`config.mk`:
```
export PLATFORM = sky130hd
export DESIGN_NAME = nlc_frame_serializer_flat
export DESIGN_NICKNAME = d
export VERILOG_FILES = /design/src/rtl/nlc_frame_serializer_if.sv /design/src/rtl/nlc_frame_serializer.sv /design/src/flat_wrapper.sv
export SDC_FILE = /design/constraint.sdc
export NUM_CORES = 1
export LEC_CHECK = 0
export ABC_AREA = 1
export BUFFER_PORTS_ARGS = -buffer_cell sky130_fd_sc_hd__buf_4
export CORE_MARGIN = 4
export CORE_UTILIZATION = 49
export DETAILED_ROUTE_END_ITERATION = 8
export GPL_ROUTABILITY_DRIVEN = 1
export PLACE_DENSITY = 0.69
export SETUP_SLACK_MARGIN = 0.05
export SLEW_MARGIN = 25
export SYNTH_ARGS = -nofsm -noshare
export SYNTH_HDL_FRONTEND = slang
export SYNTH_SLANG_ARGS = --single-unit
```
`constraint.sdc`:
```
create_clock -name clk -period 11.1 [get_ports clk]
set_input_delay 0.555 -clock clk [delete_from_list [all_inputs] [get_ports clk]]
set_output_delay 0.555 -clock clk [all_outputs]
set_load 0.01 [all_outputs]
```
`src/rtl/nlc_frame_serializer_if.sv`:
```
// +------------------------------------------------------------------+
// | nlc_frame_serializer_if: NLC frame input / sample stream bundle  |
// | Rev 1.0                                                          |
// +------------------------------------------------------------------+
`default_nettype none

interface nlc_frame_serializer_if #(
  parameter int NUM_CH = 16,
  parameter int DW     = 21
);
  localparam int CW = $clog2(NUM_CH);

  logic          srdyo;
  logic [DW-1:0] ch0_x_lin;
  logic [DW-1:0] ch1_x_lin;
  logic [DW-1:0] ch2_x_lin;
  logic [DW-1:0] ch3_x_lin;
  logic [DW-1:0] ch4_x_lin;
  logic [DW-1:0] ch5_x_lin;
  logic [DW-1:0] ch6_x_lin;
  logic [DW-1:0] ch7_x_lin;
  logic [DW-1:0] ch8_x_lin;
  logic [DW-1:0] ch9_x_lin;
  logic [DW-1:0] ch10_x_lin;
  logic [DW-1:0] ch11_x_lin;
  logic [DW-1:0] ch12_x_lin;
  logic [DW-1:0] ch13_x_lin;
  logic [DW-1:0] ch14_x_lin;
  logic [DW-1:0] ch15_x_lin;
  logic          dout_ready;
  logic          dout_valid;
  logic [DW-1:0] dout_data;
  logic [CW-1:0] dout_ch;
  logic          dout_last;
  logic          clr_ovf;
  logic          overflow;
  logic [7:0]    drop_cnt;

  modport master (
    output srdyo, ch0_x_lin, ch1_x_lin, ch2_x_lin, ch3_x_lin, ch4_x_lin,
           ch5_x_lin, ch6_x_lin, ch7_x_lin, ch8_x_lin, ch9_x_lin, ch10_x_lin,
           ch11_x_lin, ch12_x_lin, ch13_x_lin, ch14_x_lin, ch15_x_lin,
           dout_ready, clr_ovf,
    input  dout_valid, dout_data, dout_ch, dout_last, overflow, drop_cnt
  );

  modport slave (
    input  srdyo, ch0_x_lin, ch1_x_lin, ch2_x_lin, ch3_x_lin, ch4_x_lin,
           ch5_x_lin, ch6_x_lin, ch7_x_lin, ch8_x_lin, ch9_x_lin, ch10_x_lin,
           ch11_x_lin, ch12_x_lin, ch13_x_lin, ch14_x_lin, ch15_x_lin,
           dout_ready, clr_ovf,
    output dout_valid, dout_data, dout_ch, dout_last, overflow, drop_cnt
  );
endinterface

`default_nettype wire

```
`src/rtl/nlc_frame_serializer.sv`:
```
// +------------------------------------------------------------------+
// | nlc_frame_serializer: two-slot frame buffer, one channel/cycle   |
// | Rev 1.0                                                          |
// +------------------------------------------------------------------+
`default_nettype none

module nlc_frame_serializer #(
  parameter int NUM_CH = 16,
  parameter int DW     = 21
) (
  input  wire                   clk,
  input  wire                   reset,
  nlc_frame_serializer_if.slave bus
);
  localparam int CW = $clog2(NUM_CH);
  localparam logic [CW-1:0] LAST_IDX = CW'(NUM_CH - 1);
  localparam logic [0:0] S_IDLE = 1'b0;
  localparam logic [0:0] S_SEND = 1'b1;

  logic [0:0]    state_q, state_d;
  logic [1:0]    occ_q, occ_d;
  logic          wp_q, rp_q;
  logic [CW-1:0] idx_q, idx_d;
  logic          overflow_q, overflow_d;
  logic [7:0]    drop_cnt_q, drop_cnt_d;
  logic [DW-1:0] slot_q [2][NUM_CH];
  logic [DW-1:0] frame [NUM_CH];

  logic sending, hs, rel, accept, drop;

  always_comb begin
    frame[0]  = bus.ch0_x_lin;
    frame[1]  = bus.ch1_x_lin;
    frame[2]  = bus.ch2_x_lin;
    frame[3]  = bus.ch3_x_lin;
    frame[4]  = bus.ch4_x_lin;
    frame[5]  = bus.ch5_x_lin;
    frame[6]  = bus.ch6_x_lin;
    frame[7]  = bus.ch7_x_lin;
    frame[8]  = bus.ch8_x_lin;
    frame[9]  = bus.ch9_x_lin;
    frame[10] = bus.ch10_x_lin;
    frame[11] = bus.ch11_x_lin;
    frame[12] = bus.ch12_x_lin;
    frame[13] = bus.ch13_x_lin;
    frame[14] = bus.ch14_x_lin;
    frame[15] = bus.ch15_x_lin;
  end

  // A full buffer still accepts when the slot being read is freed this cycle.
  assign sending = (state_q == S_SEND);
  assign hs      = sending & bus.dout_ready;
  assign rel     = hs & (idx_q == LAST_IDX);
  assign accept  = bus.srdyo & ((occ_q != 2'd2) | rel);
  assign drop    = bus.srdyo & ~accept;
  assign occ_d   = occ_q + {1'b0, accept} - {1'b0, rel};
  assign idx_d   = hs ? (rel ? '0 : idx_q + CW'(1)) : idx_q;

  always_comb begin
    overflow_d = overflow_q;
    drop_cnt_d = drop_cnt_q;
    if (drop) begin
      overflow_d = 1'b1;
      if (bus.clr_ovf)
        drop_cnt_d = 8'd1;
      else if (drop_cnt_q != 8'hFF)
        drop_cnt_d = drop_cnt_q + 8'd1;
    end else if (bus.clr_ovf) begin
      overflow_d = 1'b0;
      drop_cnt_d = 8'd0;
    end
  end

  always_ff @(posedge clk or posedge reset) begin
    if (reset) begin
      state_q    <= S_IDLE;
      occ_q      <= 2'd0;
      wp_q       <= 1'b0;
      rp_q       <= 1'b0;
      idx_q      <= '0;
      overflow_q <= 1'b0;
      drop_cnt_q <= 8'd0;
    end else begin
      state_q    <= state_d;
      occ_q      <= occ_d;
      wp_q       <= wp_q ^ accept;
      rp_q       <= rp_q ^ rel;
      idx_q      <= idx_d;
      overflow_q <= overflow_d;
      drop_cnt_q <= drop_cnt_d;
    end
  end

  // Frame storage needs no reset: occupancy alone decides what is live.
  always_ff @(posedge clk) begin
    if (accept) begin
      for (int n = 0; n < NUM_CH; n++)
        slot_q[wp_q][n] <= frame[n];
    end
  end

  always_comb begin
    state_d = state_q;
    case (state_q)
      S_IDLE:  if (occ_d != 2'd0) state_d = S_SEND;
      S_SEND:  if (rel && (occ_d == 2'd0)) state_d = S_IDLE;
      default: state_d = S_IDLE;
    endcase
  end

  always_comb begin
    bus.dout_valid = 1'b0;
    bus.dout_data  = '0;
    bus.dout_ch    = '0;
    bus.dout_last  = 1'b0;
    if (sending) begin
      bus.dout_valid = 1'b1;
      bus.dout_data  = slot_q[rp_q][idx_q];
      bus.dout_ch    = idx_q;
      bus.dout_last  = (idx_q == LAST_IDX);
    end
  end

  assign bus.overflow = overflow_q;
  assign bus.drop_cnt = drop_cnt_q;

endmodule

`default_nettype wire

```
`src/flat_wrapper.sv`:
```
// flat-port wrapper written by rule: the top's interface ports become plain ports
module nlc_frame_serializer_flat 
#(
  parameter int NUM_CH = 16,
  parameter int DW     = 21
)
  (clk, reset, bus_srdyo, bus_ch0_x_lin, bus_ch1_x_lin, bus_ch2_x_lin, bus_ch3_x_lin, bus_ch4_x_lin, bus_ch5_x_lin, bus_ch6_x_lin, bus_ch7_x_lin, bus_ch8_x_lin, bus_ch9_x_lin, bus_ch10_x_lin, bus_ch11_x_lin, bus_ch12_x_lin, bus_ch13_x_lin, bus_ch14_x_lin, bus_ch15_x_lin, bus_dout_ready, bus_clr_ovf, bus_dout_valid, bus_dout_data, bus_dout_ch, bus_dout_last, bus_overflow, bus_drop_cnt);
  nlc_frame_serializer_if #(.NUM_CH(NUM_CH), .DW(DW)) bus_i ();
  input  wire clk;
  input  wire reset;
  input wire logic [$bits(bus_i.srdyo)-1:0] bus_srdyo;
  input wire logic [$bits(bus_i.ch0_x_lin)-1:0] bus_ch0_x_lin;
  input wire logic [$bits(bus_i.ch1_x_lin)-1:0] bus_ch1_x_lin;
  input wire logic [$bits(bus_i.ch2_x_lin)-1:0] bus_ch2_x_lin;
  input wire logic [$bits(bus_i.ch3_x_lin)-1:0] bus_ch3_x_lin;
  input wire logic [$bits(bus_i.ch4_x_lin)-1:0] bus_ch4_x_lin;
  input wire logic [$bits(bus_i.ch5_x_lin)-1:0] bus_ch5_x_lin;
  input wire logic [$bits(bus_i.ch6_x_lin)-1:0] bus_ch6_x_lin;
  input wire logic [$bits(bus_i.ch7_x_lin)-1:0] bus_ch7_x_lin;
  input wire logic [$bits(bus_i.ch8_x_lin)-1:0] bus_ch8_x_lin;
  input wire logic [$bits(bus_i.ch9_x_lin)-1:0] bus_ch9_x_lin;
  input wire logic [$bits(bus_i.ch10_x_lin)-1:0] bus_ch10_x_lin;
  input wire logic [$bits(bus_i.ch11_x_lin)-1:0] bus_ch11_x_lin;
  input wire logic [$bits(bus_i.ch12_x_lin)-1:0] bus_ch12_x_lin;
  input wire logic [$bits(bus_i.ch13_x_lin)-1:0] bus_ch13_x_lin;
  input wire logic [$bits(bus_i.ch14_x_lin)-1:0] bus_ch14_x_lin;
  input wire logic [$bits(bus_i.ch15_x_lin)-1:0] bus_ch15_x_lin;
  input wire logic [$bits(bus_i.dout_ready)-1:0] bus_dout_ready;
  input wire logic [$bits(bus_i.clr_ovf)-1:0] bus_clr_ovf;
  output wire logic [$bits(bus_i.dout_valid)-1:0] bus_dout_valid;
  output wire logic [$bits(bus_i.dout_data)-1:0] bus_dout_data;
  output wire logic [$bits(bus_i.dout_ch)-1:0] bus_dout_ch;
  output wire logic [$bits(bus_i.dout_last)-1:0] bus_dout_last;
  output wire logic [$bits(bus_i.overflow)-1:0] bus_overflow;
  output wire logic [$bits(bus_i.drop_cnt)-1:0] bus_drop_cnt;
  assign bus_i.srdyo = bus_srdyo;
  assign bus_i.ch0_x_lin = bus_ch0_x_lin;
  assign bus_i.ch1_x_lin = bus_ch1_x_lin;
  assign bus_i.ch2_x_lin = bus_ch2_x_lin;
  assign bus_i.ch3_x_lin = bus_ch3_x_lin;
  assign bus_i.ch4_x_lin = bus_ch4_x_lin;
  assign bus_i.ch5_x_lin = bus_ch5_x_lin;
  assign bus_i.ch6_x_lin = bus_ch6_x_lin;
  assign bus_i.ch7_x_lin = bus_ch7_x_lin;
  assign bus_i.ch8_x_lin = bus_ch8_x_lin;
  assign bus_i.ch9_x_lin = bus_ch9_x_lin;
  assign bus_i.ch10_x_lin = bus_ch10_x_lin;
  assign bus_i.ch11_x_lin = bus_ch11_x_lin;
  assign bus_i.ch12_x_lin = bus_ch12_x_lin;
  assign bus_i.ch13_x_lin = bus_ch13_x_lin;
  assign bus_i.ch14_x_lin = bus_ch14_x_lin;
  assign bus_i.ch15_x_lin = bus_ch15_x_lin;
  assign bus_i.dout_ready = bus_dout_ready;
  assign bus_i.clr_ovf = bus_clr_ovf;
  assign bus_dout_valid = bus_i.dout_valid;
  assign bus_dout_data = bus_i.dout_data;
  assign bus_dout_ch = bus_i.dout_ch;
  assign bus_dout_last = bus_i.dout_last;
  assign bus_overflow = bus_i.overflow;
  assign bus_drop_cnt = bus_i.drop_cnt;
  nlc_frame_serializer #(.NUM_CH(NUM_CH), .DW(DW)) u_core (.clk(clk), .reset(reset), .bus(bus_i));
endmodule
```
==> Yosys cells after proc, flatten, opt, wreduce, memory -nomap -nowiden <==
Memory sizes are Yosys's and may differ from the RTL's.
Cells that the tools add are included.
{ "totals": {"regBits": 18, "mem_count": 1, "word_cells": 51, "in_bits": 341, "ram_bits": 672} }
{ "classes": {"reduce_logical": 6, "n_addsub": 4, "muxes": 19, "eq_ne": 3, "order_cmp": 1, "bitwise_logic": 10} }
{ "memory_table": {"columns": ["name", "depth", "word_bits", "rd", "rd_ports_with_merged_regs", "wr", "line_no", "source"], "rows": [
  ["u_core.slot_q", 2, 336, 1, 0, 1, "nlc_frame_serializer.sv:26", "logic [DW-1:0] slot_q [2][NUM_CH];"]
]} }
{ "ops": {"columns": ["op", "count"], "rows": [
  ["21-bit binary-select mux with 4-bit select", 1],
  ["21-bit two-way mux", 3],
  ["8-bit two-way mux", 4],
  ["8-bit by 1-bit adder with 8-bit output, second input constant", 1],
  ["1-bit two-way mux", 8],
  ["4-bit two-way mux", 2],
  ["8-bit != test, second input constant", 1],
  ["2-bit nonzero test", 3],
  ["5-bit >= comparator, second input constant", 1],
  ["4-bit NOT with 5-bit output", 1],
  ["4-bit by 1-bit adder with 4-bit output, second input constant", 1],
  ["1-bit AND", 4],
  ["4-bit equality test, second input constant", 1],
  ["2-bit by 1-bit adder with 2-bit output", 1],
  ["2-bit logical NOT", 1],
  ["2-bit != test, second input constant", 1],
  ["1-bit NOT", 2],
  ["1-bit case mux with 2 select lines", 1],
  ["2-bit AND reduction", 1],
  ["2-bit by 1-bit subtractor with 2-bit output", 1],
  ["1-bit XOR", 2],
  ["1-bit logical AND", 1],
  ["1-bit OR", 1]
]} }

==> Longest topological paths before layout <==
Gate-level depths: netlist of run 1.
{ "logic_depth": {"ltp_word": 10, "depth_mapped": 12, "ltp_nobuf": 12} }

==> Least setup slack after synthesis of run 1 <==
OpenSTA, ideal clock, no wires.
{ "synth_timing": {"path_type": "input to register", "from": "input bus_dout_ready", "to": "memory u_core.slot_q[1][0] (netlist name), enable pin", "t_arrival_ns": 8.785, "n_path_buf": 0, "setup_time_ns": 0.743, "required_ns": 10.357, "path_stages": 5, "slack_ns": 1.572, "path_cell_list": "nand2_1 > inv_2 > nand2_2 > a31oi_1 > ha_1"} }
{ "synth_via": {"elab_chain_len": 6} }
{ "synth_lines": {"columns": ["item", "line_no", "source"], "rows": [
  ["start, declared", "flat_wrapper.sv:28", "input wire logic [$bits(bus_i.dout_ready)-1:0] bus_dout_ready;"],
  ["1-bit AND", "nlc_frame_serializer.sv:52", "assign hs = sending & bus.dout_ready;"],
  ["1-bit AND", "nlc_frame_serializer.sv:53", "assign rel = hs & (idx_q == LAST_IDX);"],
  ["1-bit OR", "nlc_frame_serializer.sv:54", "assign accept = bus.srdyo & ((occ_q != 2'd2) | rel);"],
  ["1-bit AND", "nlc_frame_serializer.sv:54", null],
  ["1-bit two-way mux", "nlc_frame_serializer.sv:96", "if (accept) begin"],
  ["1-bit two-way mux (not written as such)", "nlc_frame_serializer.sv:98", "slot_q[wp_q][n] <= frame[n];"],
  ["end, declared", "nlc_frame_serializer.sv:26", null]
]} }
Every way passes these cells.

==> Worst setup path in the final report of run 1 <==
{ "layout_timing": {"from": "register u_core.rp_q", "to": "output bus_dout_data[17]"} }
{ "layout_via": {"elab_chain_len": 5} }
{ "layout_lines": {"columns": ["item", "line_no", "source"], "rows": [
  ["start, declared", "nlc_frame_serializer.sv:22", "logic wp_q, rp_q;"],
  ["start signal, assigned", "nlc_frame_serializer.sv:87", "rp_q <= rp_q ^ rel;"],
  ["memory 2 x 336 bit", null, null],
  ["21-bit binary-select mux with 4-bit select", "nlc_frame_serializer.sv:118", "bus.dout_data = slot_q[rp_q][idx_q];"],
  ["21-bit two-way mux (not written as such) (2 in a row)", "nlc_frame_serializer.sv:118", null],
  ["21-bit two-way mux", "nlc_frame_serializer.sv:116", "if (sending) begin"],
  ["end, declared", "flat_wrapper.sv:31", "output wire logic [$bits(bus_i.dout_data)-1:0] bus_dout_data;"]
]} }
Every way passes these cells. The select of a mux whose other input is x is not followed.

==> summary by stage, run 1 <==
Setup path
The number of buffer and inverter instances along the worst setup path is 3. The top cell family by delay on the critical path is buffers and inverters. The critical path starts at u_core.rp_q$_DFF_PP0_. The most frequent cell on the critical path is nand2_1. The worst register-to-register path begins at u_core.idx_q[1]$_DFFE_PP0P_. The delay of the slowest critical-path stage is 890 ps. STA classifies the critical path endpoint as an output port. Data arrives at the worst endpoint at 4310 ps.

The endpoint of the worst-slack reg-to-reg timing path is u_core.slot_q[0][17]$_DFFE_PP_. In this run the worst path has a maximum fanout of 87. The kind of start point of the critical path is a register.

For the worst flop-to-flop path, the logic depth is 8. Walking the worst path, the cells encountered are buf_4, buf_4, nand2_1, nand2_1, nand2_1, nand3_1, nand3_1, nand2_1, nand2_1, nand2_1, buf_4. The required time at the endpoint of the critical path is 10550 ps. On the critical path, the stage with the largest delay is an instance of buf_4. The class of the most critical setup path is reg -> out. The setup slack of the most critical reg-to-reg path is 6350 ps.

Final layout
The final core area utilization is 0.594. After the flow finishes, the layout carries non-filler instances totaling approximately 4000. The number of nets in the finished design is 3532. The number of filler instances in the final layout is around 4900.

The multi-input combinational cells in the finished layout cover a total of 6670 um^2. In the final layout, flip-flops and latches occupy a little over 20000 um^2. Relative to the synthesized area, the layout overhead comes to 19.1%. The ratio of cells with drive above 1 in the final layout is 0.158.

Detailed routing
The number of DRC markers after the initial detailed-route iteration is 2205. Summed over all layers, the routed wires come to 83.1 mm. In the final routed layout, each cell accounts on average for 20.6 um. The mean number of vias per cell is 5.22. The first TritonRoute pass finished after 6 iterations. The routed layout has 21000 vias. For this run, design rule violations remaining after detail routing come to 0.

The final antenna-violating net count is 0.

Clock tree
The number of clock buffers added by TritonCTS is 73. The H-tree depth reported by CTS is 3. The clock network latency to the later pin of the worst-skew pair is 590 ps.

CTS saw 690 sinks. The buffer levels on the longest clock path is 3. The CTS tree is built. Once the clock tree was built, the resizer swapped 0 gates to a different size. The number of setup buffers added after CTS is 0. Hold repair after CTS inserted 0 buffers. After clock tree synthesis, the clock-pin slew on the worst setup and hold paths is 60 ps.

In this run the clock root is driven by a clkbuf_16.

STA
The number of max-slew violations in the final report came to 0. The final period demand of the worst path is around 4900 ps. Adding up every negative setup slack in the final design gives 0 ps. The number of hold violations in the final report is 0. The post-route fraction of the period consumed by the critical path is 0.439. The worst pin sits at a relative slew slack of 0.194.

The worst-case hold slack is 84.2 ps. Once routing completed, OpenROAD measured the worst setup slack at 6230 ps. Setup repair after global routing left no endpoint under its margin.

The slew at the pin closest to its max-slew limit is 1210 ps. The fmax is 205 MHz. Setup violations remaining at the end of the flow were counted as 0.

The clock skew is 13.3 ps.

Synth
The cell with the most instances after synthesis is nand2_1. Synthesis handed over a netlist of ~2900 instances. The average cell area after synthesis is about 10 um^2. In the synthesized netlist the dominant register cell turns out to be edfxtp_1. When the netlist entered floorplanning its net count stood at 3204. During synthesis, Yosys emitted a total of 0 warnings. Summed over all instances, the cell type with the most area after synthesis is edfxtp_1. Synthesis inferred between 600 and 700 register bits.

The proportion of synthesized flip-flops having asynchronous set or reset is 0.0261. The mapped netlist covers between 20000 and 30000 um^2. The count of flip-flops with a built-in enable after synthesis is 672. The area share of the largest cell type after synthesis is 0.681. Counting instances in the post-synthesis netlist gives the leading cell types as nand2_1 (1058), edfxtp_1 (672), nand3_1 (481). The register area share after synthesis is 0.696. By area the synthesized netlist is led by edfxtp_1 (68%), nand2_1 (13%), nand3_1 (8.1%).

The number of distinct standard cells referenced by the synthesized netlist is 24.

Power and ir drop
Of the total power, the share spent switching nets is 0.371. The leakage power of the design is 15.6 nW. The part of the total power dissipated in sequential elements is 0.406. Power spread over the standard cell area amounts to 262 nW/um^2.

Of the total power, combinational logic draws 0.341. The internal power is just under 6 mW. The analysis attributes to net switching a power of around 3.4 mW. The maximum resistive drop on vdd is between 0.0002 and 0.00025 V. The share of total power dissipated in the clock network is 0.253.

Placement
Summed over all nets, the half-perimeter wirelength after detailed placement is 53.8 mm. Timing analysis after detailed placement gives a worst setup slack of 6290 ps. At the end of routability-driven placement, the weighted congestion stood at between 0.8 and 0.9.

The total placed cells including tap cells is between 3000 and 4000. Buffers placed on the I/O ports in this run total 376.

GRT
The number of global-route vias before repair is 20200. For this run, the total global-route usage over all layers was measured as 0.251. The first global-routing pass estimated 121 mm of wire. The initial antenna violation count is 14.

The largest net degree at the start of global routing is 185. After global routing the overflow that remains totals 0.

Worst hold path
The tightest min-delay check is of the in -> async type.

Floorplanning
The die is 254 um tall. The initial cell density of the core is 0.499. The area enclosed by the die boundary is 64500 um^2. The row count is 89. Pin placement for this block handled 377 I/O pins. The area of the core region is 59500 um^2. From left edge to right edge, the die measures 254 um.

Flow run
The number of max-capacitance violations reported is 0.

Outcome
The run finished with clean final reports.
==> per-layer routing <==
layer,global-route usage,wire length (um),vias to the layer above
met4,0.0890,2540,4
met3,0.0616,8000,144
met5,0,34,-
met1,0.359,34700,10000
met2,0.380,37800,920
li1,-,-,9928
==> how the worst max path moves through the flow <==
stage                                      endpoint  slack [ps]  cells after the start
floorplan             u_core.slot_q[1][0]$_DFFE_PP_        1570                      5
global placement    u_core.slot_q[0][110]$_DFFE_PP_        6390                      8
detailed placement   u_core.slot_q[0][89]$_DFFE_PP_        6290                      8
CTS                               bus_dout_data[12]        6140                     11
global route                      bus_dout_data[19]        6020                     11
finish                            bus_dout_data[17]        6230                     11
==> stage by stage <==
| stage | power, mW | instance area (um^2) |
|---|---|---|
| 3_5_place_dp | 6.96 | 33000 |
| 2_1_floorplan | 5.94 | 29600 |
| 6_report | 9.26 | 35300 |
| 4_1_cts | 9.30 | 35200 |
| 3_3_place_gp | 6.89 | 33000 |
| 5_1_grt | 9.78 | 35300 |
==> state kept, by name (all words and copies together) (netlist names) <==
register / flops
u_core.bus.drop_cnt: 8
u_core.occ_q: 2
u_core.rp_q: 1
u_core.slot_q: 672
u_core.sending: 1
u_core.idx_q: 4
u_core.bus.overflow: 1
u_core.wp_q: 1
==> logic make-up (layout without fill, tap and decap cells) <==
kind of cell | count (synthesis) | in the layout | synth area share
compound gates | 12 | 12 | 0.00228
xor+xnor | 5 | 5 | 0.00148
fa+ha+maj | 6 | 6 | 0.00253
buf+inv | 589 | 972 | 0.0801
flops | 690 | 690 | 0.696
other cells | 0 | 12 | 0
simple gates | 1555 | 1555 | 0.218
==> layout by cell type, fill, tap and decap left out, types with 3 or more instances in the layout <==
| cell type | synthesis | layout |
|---|---|---|
| nor2_1 | 10 | 9 |
| clkinv_2 | 0 | 12 |
| clkbuf_1 | 28 | 16 |
| clkinv_1 | 2 | 18 |
| clkbuf_16 | 0 | 77 |
| dfrtp_4 | 0 | 3 |
| edfxtp_1 | 672 | 672 |
| buf_4 | 12 | 393 |
| nand2_1 | 1058 | 1058 |
| nand3_1 | 481 | 481 |
| ha_1 | 6 | 4 |
| inv_1 | 440 | 439 |
| inv_6 | 0 | 3 |
| dfrtp_1 | 18 | 14 |
| diode_2 | 0 | 12 |
| o21ai_0 | 7 | 7 |
| xor2_1 | 3 | 3 |
| bufinv_16 | 0 | 5 |
==> power by group through the flow <==
stage                     clock [mW]  sequential [mW]  combinational, mW
final                           2.34             3.76               3.16
after global routing            2.50             3.80               3.48
after CTS                       2.38             3.76               3.16
after detailed placement           0             3.81               3.15
after global placement             0             3.79               3.09
after floorplan                    0             3.94               2.00
==> cell type report <==
class | count | share of cell area
clock buffers | 93 | 0.0563
inverters | 445 | 0.0477
repair buffers | 397 | 0.0858
multi-input cells | 1578 | 0.189
clock inverters | 37 | 0.00847
flip-flops and latches | 690 | 0.585
well taps | 773 | 0.0274
diodes | 12 | 0.000850
Power figures use the tool's default switching activity.
==> run 2: changes to the inputs <==
- clock period: 11.1 -> 4.5 ns (I/O delays scaled with it)
==> run 2 against run 1 <==
Effect of this change:
- clock skew is 13 ps higher
- hold slack better by 14 ps
- largest cell class unchanged
- power grew to 2.5 times the previous value
- first-iteration DRC count is 19% higher
- routed wire length is 6.4% higher
- sequential power is 140% higher
- critical path depth stayed put
- cell area is 10% higher
- critical endpoint is now bus_dout_data[8]
- sequential share of layout area is 5.5 points lower
- largest power group unchanged
==> summary by stage, run 2 (synthesized netlist as in run 1, its figures left out) <==
Outcome
Outcome: finished, final reports clean (unchanged).

Flow run
The number of max-capacitance violations reported was 0 (unchanged).

Setup path
The library cell contributing the largest single delay on the critical path was dfrtp_4 (was buf_4). Critical-path cell list: inv_8, buf_4, nand2_1, nand2_1, nand2_1, nand3_1, nand3_1, nand2_1, nand2_1, nand2_1, buf_4 (was buf_4, buf_4, nand2_1, nand2_1, nand2_1, nand3_1, nand3_1, nand2_1, nand2_1, nand2_1, buf_4). The critical path endpoint category is an output port (unchanged).

The most frequent cell on the critical path was nand2_1 (unchanged). The worst path arrival time came to 3260 ps (was 4310 ps). The critical path depth is 11 (unchanged). The kind of start point of the critical path is a register (unchanged). The maximum fanout along the worst path is 92 (was 87).

The endpoint of the worst-slack reg-to-reg timing path is u_core.slot_q[0][75]$_DFFE_PP_ (was u_core.slot_q[0][17]$_DFFE_PP_). The class of the most critical setup path is reg -> out (unchanged). The setup slack of the most critical reg-to-reg path is 1200 ps (was 6350 ps). The depth of the worst register-to-register path is 7 (was 8). The critical register-to-register path startpoint is u_core.idx_q[1]$_DFFE_PP0P_ (unchanged). The required time at the endpoint of the critical path is 4280 ps (was 10550 ps). The delay of the slowest critical-path stage came to 530 ps (was 890 ps). The top cell family by delay on the critical path is buffers and inverters (unchanged). The number of buffer and inverter instances along the worst setup path was 3 (unchanged).

Detailed routing
The vias after detailed routing is 22800 (was 21000). The final routed DRC violation total is 0 (unchanged). The number of detailed-routing iterations run before antenna repair is 6 (unchanged). The mean number of vias per cell is 5.22 (about the same).

The final antenna-violating net count is 0 (unchanged). The average wire per standard cell was 20.2 um (was 20.6 um). The routed wire length is 88.4 mm (was 83.1 mm). The number of DRC markers after the initial detailed-route iteration is 2614 (was 2205).

Power and ir drop
The total power density per cell area is 603 nW/um^2 (was 262 nW/um^2). The combinational share of power is 0.354 (was 0.341). The internal power is 14.8 mW (was 5.82 mW). The switching component of the power came to 8.71 mW (was 3.44 mW). The leakage power of the design is 17.2 nW (was 15.6 nW). The share of power burned in the clock network is 0.255 (was 0.253). The total power of the final layout is 23.5 mW (was 9.26 mW). The switching part of the total is 0.370 (was 0.371). The part of the total power dissipated in sequential elements is 0.391 (was 0.406). The maximum resistive drop on vdd is 0.000739 V (was 0.000212 V).

GRT
The global-route wire length before repair is 131 mm (was 121 mm). The initial antenna violation count was 10 (was 14). The total track usage is 0.268 (was 0.251). The number of global-route vias before repair is 22400 (was 20200). The largest net degree at the start of global routing is 198 (was 185). The total global routing overflow is 0 (unchanged).

STA
For this run, the top clock speed supported by timing is 287 MHz. The clock skew was 26.2 ps (was 13.3 ps). Unrepaired setup endpoints after global routing: no (unchanged). The post-route fraction of the period consumed by the critical path is 0.773.

The worst-case hold slack is 97.9 ps (was 84.2 ps). The number of max-slew violations in the final report is 0 (unchanged). The final period demand of the worst path is 3480 ps. The slew at the pin closest to its max-slew limit is 1100 ps (was 1210 ps). The post-route worst setup slack was 1020 ps (was 6230 ps). The number of hold violations in the final report is 0 (unchanged). The count of endpoints failing setup in the final report is 0 (unchanged). The worst-case headroom to the max-slew limit was 0.265 (was 0.194).

Placement
The total placed cells including tap cells came to 3895 (was 3882). The instance area at placement is 33300 um^2 (was 33000 um^2). The worst-case setup slack after placement is 1240 ps (was 6290 ps). The number of port buffers was 376 (unchanged). The final weighted congestion in routability-driven placement is 0.875 (was 0.851). The HPWL reported at the end of detailed placement is 54.2 mm (was 53.8 mm).

Final layout
The number of filler instances in the final layout was 4343 (was 4912). The layout-stage area growth over the synthesis result is 31.6% (was 19.1%). The footprint of the multi-input gates was 6670 um^2 (unchanged). The ratio of cells with drive above 1 in the final layout is 0.147 (was 0.158).

The number of nets in the finished design is 3878 (was 3532). The storage element area is 20600 um^2 (unchanged). The design area is 39000 um^2 (was 35300 um^2). Most used cells in the layout excluding fill and tap cells: nand2_1 (1058), edfxtp_1 (672), nand3_1 (481) (unchanged). The register ranked first by flip-flop count is u_core.slot_q (unchanged). The most common cell after layout, fill and taps aside is nand2_1 (unchanged). The final non-filler cell total is 4368 (was 4025). The flip-flop count of the largest register after layout is 672 (unchanged).

Clock tree
The clock network latency to the later pin of the worst-skew pair came to 620 ps (was 590 ps). The clock transition at the register clock pins on the worst setup and hold paths after CTS is 60 ps (about the same). The CTS tree is built (unchanged). The buffer type at the clock tree root is clkbuf_16 (unchanged).

The buffer levels on the longest clock path is 3 (unchanged). The sink count of the clock tree is 690 (unchanged). The total CTS buffers came to 70 (was 73). The H-tree depth reported by CTS is 3 (unchanged).

Worst hold path
The worst min-delay path category is in -> reg (was in -> async). The cell depth of the worst min-delay path is 4. The path with the worst hold slack has its endpoint at u_core.idx_q[1]$_DFFE_PP0P_. The worst hold path begins at bus_dout_ready.

Floorplanning
The initial cell density of the core came to 0.499 (unchanged). The row count is 89 (unchanged). The count of boundary I/O pins is 377 (unchanged).

The vertical extent of the die is 254 um (unchanged). The area of the core region is 59500 um^2 (unchanged). The area enclosed by the die boundary was 64500 um^2 (unchanged).

The die width is 254 um (unchanged).
==> run 2: cell types whose count changed in the layout (fill, tap and decap cells not counted), sizes merged, moves of 2 or more <==
cell / before / now
buf: 397 / 409
bufinv: 5 / 9
clkbuf: 93 / 88
clkinv: 30 / 26
diode: 12 / 10
dlygate4sd3: 0 / 337
==> run 2: worst max path at each step <==
stage,slack (ps),to,start
2_1_floorplan,-1280,u_core.slot_q[1][0]$_DFFE_PP_,u_core.idx_q[0]$_DFFE_PP0P_
3_3_place_gp,1280,u_core.slot_q[0][25]$_DFFE_PP_,u_core.idx_q[1]$_DFFE_PP0P_
3_5_place_dp,1240,u_core.slot_q[0][7]$_DFFE_PP_,u_core.idx_q[1]$_DFFE_PP0P_
4_1_cts,1000,bus_dout_data[8],u_core.rp_q$_DFF_PP0_
5_1_grt,850,bus_dout_data[8],u_core.rp_q$_DFF_PP0_
6_report,1020,bus_dout_data[8],u_core.rp_q$_DFF_PP0_
==> run 2: cell type report <==
cell class | count | share of cell area
Multi-Input combinational cell | 1578 | 0.171
Tap cell | 773 | 0.0248
Sequential cell | 690 | 0.529
Clock buffer | 88 | 0.0491
Antenna cell | 10 | 0.000642
Clock inverter | 38 | 0.0110
Timing Repair Buffer | 746 | 0.171
Inverter | 445 | 0.0433
==> run 2: metrics by stage <==
stage | util | TNS (ps)
finish | 0.656 | 0
global route | 0.656 | 0
CTS | 0.655 | 0
detailed placement | 0.559 | 0
global placement | 0.559 | 0
floorplan | - | -862610
==> run 2: repair_timing <==
action / 4_1_cts / 5_1_grt
gates resized for setup: 0 / 0
hold buffers: 337 / 0
buffers inserted: 0 / 0
endpoints found under the hold margin: 690 / 0
==> run 2: layer usage <==
layer,part of all wire,vias up,GRT usage
li1,-,10600,-
met1,0.41,10900,0.378
met2,0.48,1161,0.435
met3,0.090,147,0.0424
met4,0.026,0,0.0829
met5,0,-,0
==> run 2: power by group through the flow <==
stage | registers, mW | clock network [mW] | logic [mW]
floorplan | 9.41 | 0 | 4.93
global placement | 9.25 | 0 | 7.84
detailed placement | 9.31 | 0 | 7.96
CTS | 9.18 | 6.04 | 8.26
global route | 9.29 | 6.34 | 9.09
finish | 9.20 | 6.00 | 8.33
==> run 2: worst register-to-register path: stages, from the launching register on <==
cell and delay [ps]:
dfrtp_4 670, ha_1 270, nand2_1 100, nor2_1 190, nand2_2 130, a31oi_1 430
ha_4 560, buf_4 570
